<file path="config.mk">
export PLATFORM = sky130hd
export DESIGN_NAME = instruction_loader
export DESIGN_NICKNAME = d
export VERILOG_FILES = /design/src/rtl/instruction_loader.sv
export SDC_FILE = /design/constraint.sdc
export NUM_CORES = 1
export LEC_CHECK = 0
export CORE_ASPECT_RATIO = 1.25
export CORE_MARGIN = 2
export CORE_UTILIZATION = 59
export DETAILED_ROUTE_END_ITERATION = 10
export PLACE_DENSITY = 0.86
export SLEW_MARGIN = 5
export SYNTH_ARGS = -nofsm -noshare
export SYNTH_HDL_FRONTEND = slang
export SYNTH_SLANG_ARGS = --single-unit
export TNS_END_PERCENT = 10
</file>
<file path="constraint.sdc">
create_clock -name clk -period 14.2 [get_ports clk]
set_clock_uncertainty 0.2 [all_clocks]
set_input_delay 3.55 -clock clk [delete_from_list [all_inputs] [get_ports clk]]
set_output_delay 3.55 -clock clk [all_outputs]
set_load 0.005 [all_outputs]
</file>
<file path="src/rtl/instruction_loader.sv">
// Writer side of the byte-wide little-endian instruction memory: accepts 32-bit
// words on a valid/ready stream and emits them as four consecutive byte writes.
module instruction_loader #(
  parameter int unsigned MEM_BYTES = 4096,
  parameter int unsigned CNT_W     = 16
) (
  input  logic             clk,
  input  logic             reset,
  input  logic             start,
  input  logic [63:0]      base_addr,
  input  logic             word_valid,
  input  logic [31:0]      word_data,
  input  logic             word_last,
  output logic             word_ready,
  output logic             mem_we,
  output logic [63:0]      mem_addr,
  output logic [7:0]       mem_wdata,
  output logic             busy,
  output logic             done,
  output logic             overflow_err,
  output logic [CNT_W-1:0] word_count
);

  typedef enum logic [2:0] {
    ST_IDLE   = 3'd0,
    ST_ACCEPT = 3'd1,
    ST_WRITE  = 3'd2,
    ST_DONE   = 3'd3,
    ST_ERROR  = 3'd4
  } state_t;

  localparam logic [63:0] LAST_ADDR = 64'(MEM_BYTES - 1);

  state_t             state_r, state_s;
  logic [63:0]        ptr_r, ptr_s;
  logic [31:0]        data_r, data_s;
  logic               last_r, last_s;
  logic [1:0]         idx_r, idx_s;
  logic [CNT_W-1:0]   count_r, count_s;

  logic               word_ready_r, word_ready_s;
  logic               mem_we_r, mem_we_s;
  logic [63:0]        mem_addr_r, mem_addr_s;
  logic [7:0]         mem_wdata_r, mem_wdata_s;
  logic               busy_r, busy_s;
  logic               done_r, done_s;
  logic               err_r, err_s;

  function automatic logic [7:0] byte_sel(input logic [31:0] w, input logic [1:0] i);
    case (i)
      2'd0:    byte_sel = w[7:0];
      2'd1:    byte_sel = w[15:8];
      2'd2:    byte_sel = w[23:16];
      2'd3:    byte_sel = w[31:24];
      default: byte_sel = 8'd0;
    endcase
  endfunction

  // Next-state and datapath register update
  always_comb begin
    state_s = state_r;
    ptr_s   = ptr_r;
    data_s  = data_r;
    last_s  = last_r;
    idx_s   = idx_r;
    count_s = count_r;
    case (state_r)
      ST_IDLE, ST_DONE, ST_ERROR: begin
        if (start) begin
          ptr_s   = base_addr & ~64'd3;
          count_s = '0;
          idx_s   = 2'd0;
          state_s = ST_ACCEPT;
        end else begin
          state_s = state_r;
        end
      end
      ST_ACCEPT: begin
        if (word_valid && word_ready_r) begin
          if (ptr_r + 64'd3 > LAST_ADDR) begin
            state_s = ST_ERROR;
          end else begin
            data_s  = word_data;
            last_s  = word_last;
            idx_s   = 2'd0;
            state_s = ST_WRITE;
          end
        end else begin
          state_s = state_r;
        end
      end
      ST_WRITE: begin
        if (idx_r == 2'd3) begin
          ptr_s   = ptr_r + 64'd4;
          count_s = count_r + CNT_W'(1);
          idx_s   = 2'd0;
          state_s = last_r ? ST_DONE : ST_ACCEPT;
        end else begin
          idx_s = idx_r + 2'd1;
        end
      end
      default: begin
        state_s = ST_IDLE;
        ptr_s   = 64'd0;
        idx_s   = 2'd0;
      end
    endcase
  end

  // Output values decoded from the upcoming state so outputs come straight from flops
  always_comb begin
    word_ready_s = 1'b0;
    mem_we_s     = 1'b0;
    mem_addr_s   = 64'd0;
    mem_wdata_s  = 8'd0;
    busy_s       = 1'b0;
    done_s       = 1'b0;
    err_s        = 1'b0;
    case (state_s)
      ST_ACCEPT: begin
        word_ready_s = 1'b1;
        busy_s       = 1'b1;
      end
      ST_WRITE: begin
        mem_we_s    = 1'b1;
        busy_s      = 1'b1;
        mem_addr_s  = ptr_s + {62'd0, idx_s};
        mem_wdata_s = byte_sel(data_s, idx_s);
      end
      ST_DONE:  done_s = 1'b1;
      ST_ERROR: err_s  = 1'b1;
      ST_IDLE:  busy_s = 1'b0;
      default:  busy_s = 1'b0;
    endcase
  end

  // State, datapath and output registers with synchronous reset
  always_ff @(posedge clk) begin
    if (reset) begin
      state_r      <= ST_IDLE;
      ptr_r        <= 64'd0;
      data_r       <= 32'd0;
      last_r       <= 1'b0;
      idx_r        <= 2'd0;
      count_r      <= '0;
      word_ready_r <= 1'b0;
      mem_we_r     <= 1'b0;
      mem_addr_r   <= 64'd0;
      mem_wdata_r  <= 8'd0;
      busy_r       <= 1'b0;
      done_r       <= 1'b0;
      err_r        <= 1'b0;
    end else begin
      state_r      <= state_s;
      ptr_r        <= ptr_s;
      data_r       <= data_s;
      last_r       <= last_s;
      idx_r        <= idx_s;
      count_r      <= count_s;
      word_ready_r <= word_ready_s;
      mem_we_r     <= mem_we_s;
      mem_addr_r   <= mem_addr_s;
      mem_wdata_r  <= mem_wdata_s;
      busy_r       <= busy_s;
      done_r       <= done_s;
      err_r        <= err_s;
    end
  end

  assign word_ready   = word_ready_r;
  assign mem_we       = mem_we_r;
  assign mem_addr     = mem_addr_r;
  assign mem_wdata    = mem_wdata_r;
  assign busy         = busy_r;
  assign done         = done_r;
  assign overflow_err = err_r;
  assign word_count   = count_r;

endmodule
</file>
# Word-level counts from Yosys, hierarchy flattened
# Index checks and enable logic that the tools add are counted.
word_totals:
  inputBits: 101
  word_cells: 70
  ff_bits: 195
op_classes:
  n_reduce_logical: 9
  n_eq_ne: 14
  addsub: 5
  n_lt_le_gt_ge: 1
  mux: 26
  n_bitwise: 2
op_table:
  columns: ["op", "n"]
  rows:
  - ["$pmux W64 S3", 1]
  - ["$mux W64", 2]
  - ["$mux W32", 3]
  - ["$add A64 B2 Y64", 1]
  - ["$add A64 B2 Y64 const B", 1]
  - ["$add A64 B3 Y64 const B", 1]
  - ["$gt A64 B12 Y1 const B", 1]
  - ["$mux W16", 2]
  - ["$pmux W16 S2", 1]
  - ["$pmux W8 S4", 1]
  - ["$add A16 B1 Y16 const B", 1]
  - ["$eq A3 B2 Y1 const B", 4]
  - ["$mux W3", 4]
  - ["$mux W2", 5]
  - ["$pmux W3 S3", 1]
  - ["$eq A2 B2 Y1 const B", 3]
  - ["$eq A3 B1 Y1 const B", 2]
  - ["$eq A3 B3 Y1 const B", 2]
  - ["$pmux W2 S3", 1]
  - ["$reduce_and A3 Y1", 2]
  - ["$mux W1", 5]
  - ["$ne A2 B2 Y1 const B", 2]
  - ["$reduce_or A2 Y1", 2]
  - ["$logic_not A3 Y1", 1]
  - ["other kinds (7)", 8]

# Depth between registers and ports, before layout
depth:
  ltp_word: 8
  mapped_depth: 24
  mapped_depth_nobuf: 21

# Worst setup path before layout
# Ideal clock, no wire load.
synth_path:
  path_kind: "input to register"
  startpoint: "input port start"
  endpoint: "register mem_addr_r[59] (netlist: mem_addr[59])"
  path_stages: 20
  slack_ns: 6.109
  t_arrival_ns: 7.764
  cell_sequence: "clkbuf_1 -> inv_1 -> a22oi_1 -> clkbuf_1 -> clkbuf_1 -> a41oi_1 -> a22oi_4 -> buf_4 -> inv_1 -> ha_1 -> a21o_1 -> o221ai_1 -> nor3_1 -> and4_1 -> and2b_1 -> and3_1 -> buf_4 -> nor3b_1 -> xor2_1 -> nor2_1"
synth_between:
  elab_cells_between_ends: 10
  cone_classes: "add/sub (1); eq/ne (1); mux (6); bitwise (1); reduce/logical (1)"
synth_lines:
  columns: ["item", "line", "rtl"]
  rows:
  - ["start, declared", "9", "input logic start,"]
  - ["$mux W2", "69", "if (start) begin"]
  - ["$pmux W2 S3", "67", "case (state_r)"]
  - ["named net idx_s[1]", "38", "logic [1:0] idx_r, idx_s;"]
  - ["$add A64 B2 Y64", "127", "mem_addr_s = ptr_s + {62'd0, idx_s};"]
  - ["end signal, assigned", "162", "mem_addr_r <= mem_addr_s;"]
  - ["end, declared", "43", "logic [63:0] mem_addr_r, mem_addr_s;"]
# The timed path passes the listed nets, and every way through them passes these cells.
# A chain may end at the register's enable or synchronous reset.

# Final worst setup path
layout_path:
  startpoint: "input port start"
  endpoint: "register mem_addr_r[40] (netlist: mem_addr[40])"
layout_between:
  elab_chain_len: 5
  elab_cells_between_ends: 10
  cone_classes: "add/sub (1); eq/ne (1); mux (6); bitwise (1); reduce/logical (1)"
layout_lines:
  columns: ["item"]
  rows:
  - ["parallel branches: the longest is 5 deep, another holds $add A64 B2 Y64"]
# Parallel ways; which one is timed is not known.

==> flow_metrics.tcl <==
set metrics [dict create \
    rows 57 \
    routedWlPerCell_um 22.1 \
    synth_fa_ha_area_share_pct 0.704 \
    max-vdd-ir-drop_v 0.0000839 \
    maxCapViolCount 0 \
    grt_max_degree 66 \
    die_w_um 130 \
    status "complete, no violations" \
    cp_slowest_cell "mux2i_1" \
    power_density_nw_per_um2 91.4 \
    grtUsageTotal_pct 38.2 \
    p_int_mw 0.893 \
    critical_path.max_stage_delay_ps 900 \
    crit_chain "clkdlybuf4s50_1, mux2i_1, a22oi_1, a41oi_1, a21o_1, ha_1, fa_1, o221ai_1, buf_4, nor3_1, nand4_1, nor2_1, nand2_1, nor4_1, xor2_1, nor2_1" \
    period_share_pct 67.5 \
    hp-class "reg2reg" \
    hold_start "word_count[15]$_SDFFE_PP0P_" \
    final_cell_mix "nor2_1 (219), dfxtp_1 (195), clkdlybuf4s50_1 (190), nand2_1 (105), xor2_1 (60)" \
    cp.arrival_ps 9720 \
    fillers 1482 \
    p_seq_share_pct 45.7 \
    cp_data_required_time_ps 14330 \
    period_minus_slack_ps 9590 \
    synth_top_family_by_area "simple AND/OR/NAND/NOR gates" \
    core_sq_um 19500 \
    critPathTopFamily "simple AND/OR/NAND/NOR gates" \
    cts_htree_levels 4 \
    synthMuxAreaShare_pct 4.47 \
    pre_cts_slack_ps 4290 \
    fin_util_pct 73.3 \
    r2r-start "ptr_r[17]$_SDFF_PP0_" \
    async_reset_ff_share_pct 0 \
    tightest_slew_ps 1190 \
    cts_sinks 195 \
    rsz0062_at_grt "false" \
    clk_pin_slew_ps 90 \
    place_hpwl_um 29400 \
    portBuffers 191 \
    yosysWarnings 0 \
    critPathKind "in2reg" \
    antenna_found_initial 0 \
    cts_setup_buffers 0 \
    relSlewSlack_pct 20.3 \
    max-clock-path-buffers 2 \
    cts_tree "built" \
    final_common_cell "nor2_1" \
    synthFlopType "dfxtp_1" \
    switching_share_pct 31.5 \
    power_frac_clock_pct 41.3 \
    num_vias 12200 \
    die-area_sq_um 21000 \
    place.gp.congestion 1.00 \
    wirelength_um 40600 \
    timing.fmax_mhz 104 \
    worstPathMaxFanout 19 \
    multiInputGateArea_sq_um 7300 \
    synth_edf_count 0 \
    drc_errors 0 \
    syn_nets 1558 \
    via_per_inst 6.62 \
    drive_gt1_share_pct 8.01 \
    cts_root_buf "clkbuf_16" \
    dr.first_iter.drc_count 1383 \
    worstSetupEndpointType "flip-flop" \
    ioPinCount 194 \
    cpMostUsedCell "nor2_1" \
    synth_seq_cells 195 \
    fin_ws_ps 4610 \
    cts_hold_buf 0 \
    seqCellArea_sq_um 3900 \
    synthCells 1451 \
    synthXorXnorAreaFrac_pct 7.31 \
    cp_num_buf_inv 2 \
    post-layout-total-power_mw 1.30 \
    die_h_um 162 \
    drv_slew 0 \
    critPathLaunch "start" \
    grt_pass1_wl_um 63000 \
    synth_compound_area_share_pct 17.5 \
    dr.pass1.iters 8 \
    synth.cell_area_sq_um 11700 \
    cts_made_buffers 17 \
    clk_latency_ps 460 \
    cp-start-kind "input pin" \
    seq_area_frac_synth_pct 33.3 \
    final-hold-violation-count 0 \
    tns_ps 0 \
    antenna_cells 0 \
    syn_avg_cell_area_sq_um 8.09 \
    p_leak_nw 4.98 \
    combPwrFrac_pct 13.0 \
    cts_resized 0 \
    finalSetupViolCount 0 \
    synth_cell_type_count 92 \
    grt_pass1_vias 11500 \
    fin_nets 1667 \
    p_sw_mw 0.411 \
    synth-simple-area-share_pct 32.1 \
    initial_core_util_pct 60.3 \
    syn2layout_area_growth_pct 21.6 \
    grt_overflow_total 0 \
    ant_nets 0 \
]
path summary, 6_finish.rpt:
check	end	slack, ps	cells after the start
worst max-delay path	mem_addr[40]$_SDFF_PP0_	4610	16
worst min-delay path	word_count[15]$_SDFFE_PP0P_	300	2
worst max register to register	mem_addr[55]$_SDFF_PP0_	5790	21
worst min register to register	word_count[15]$_SDFFE_PP0P_	300	2
worst reg2reg max path, stage by stage (launching register included):
cell	delay (ps)
dfxtp_1	680
nand4_1	290
nor2_1	960
nand3_1	540
or4_1	610
a21o_1	190
a21oi_1	300
and4_1	340
a41oi_1	270
a22oi_4	600
inv_1	170
ha_1	310
a21o_1	130
o221ai_1	120
buf_4	190
nor3_1	490
and4_1	430
and2b_1	240
and3_1	590
nor4b_1	440
xor2_1	190
nor2_1	50
layout make-up:
class	instances	share of cell area, %
flip-flops and latches	195	27.4
clock buffers	17	2.98
multi-input cells	1126	51.2
well taps	265	2.32
clock inverters	15	1.67
repair buffers	205	14.1
inverters	15	0.395
per-stage QoR:
stage	hold WS, ps	cell area (sq um)	instances
2_1_floorplan	255	11700	1451
3_3_place_gp	266	13600	1806
3_5_place_dp	286	13600	1806
4_1_cts	305	14300	1838
5_1_grt	338	14300	1838
6_report	299	14300	1838
power by group through the flow:
stage                     Sequential [mW]  Combinational (mW)  Clock, mW
after floorplan                     0.580               0.126          0
after global placement              0.605               0.162          0
after detailed placement            0.605               0.166          0
after CTS                           0.593               0.167      0.541
after global routing                0.597               0.182      0.565
final                               0.596               0.170      0.539
cells in the mapped netlist, drive strengths merged, types with 20 or more instances:
library cell	number	area share, %
mux2i	22	1.9
mux2	27	2.6
xor2	60	4.5
nand4	63	3.8
and3	22	1.2
xnor2	38	2.8
nor3	59	2.7
nor2b	28	1.5
nand2	108	3.5
and4	20	1.5
nor2	220	7.1
dfxtp	195	33
clkbuf	65	2.1
o21ai	47	2.0
buf	50	2.1
nor4	39	2.8
a21oi	43	1.8
nand3	49	2.1
state kept, by name (all words and copies together) (netlist names):
register / cells
overflow_err: 1
done: 1
ptr_r: 64
word_count: 16
data_r: 32
mem_addr: 64
last_r: 1
mem_wdata: 8
mem_we: 1
idx_r: 2
busy: 1
state_r: 3
word_ready: 1
metal layers:
| metal | global-route usage (%) | wire length, um | vias up | part of all wire, % |
|---|---|---|---|---|
| li1 | - | - | 5539 | - |
| met2 | 63.3 | 19600 | 722 | 48 |
| met3 | 6.98 | 3250 | 168 | 8.0 |
| met1 | 47.4 | 15400 | 5744 | 38 |
| met4 | 19.1 | 2290 | 0 | 5.6 |
| met5 | 0 | 0 | - | 0 |
cells by family (layout without fill, tap and decap cells):
kind of cell | count (synthesis) | count (layout)
AND/OR/NAND/NOR | 697 | 697
AO/OA/AOI/OAI | 276 | 276
flip-flops | 195 | 195
buffers and inverters | 130 | 252
XOR/XNOR | 98 | 98
multiplexers | 49 | 49
adder cells (fa/ha/maj) | 6 | 6
Power figures use the tool's default switching activity.
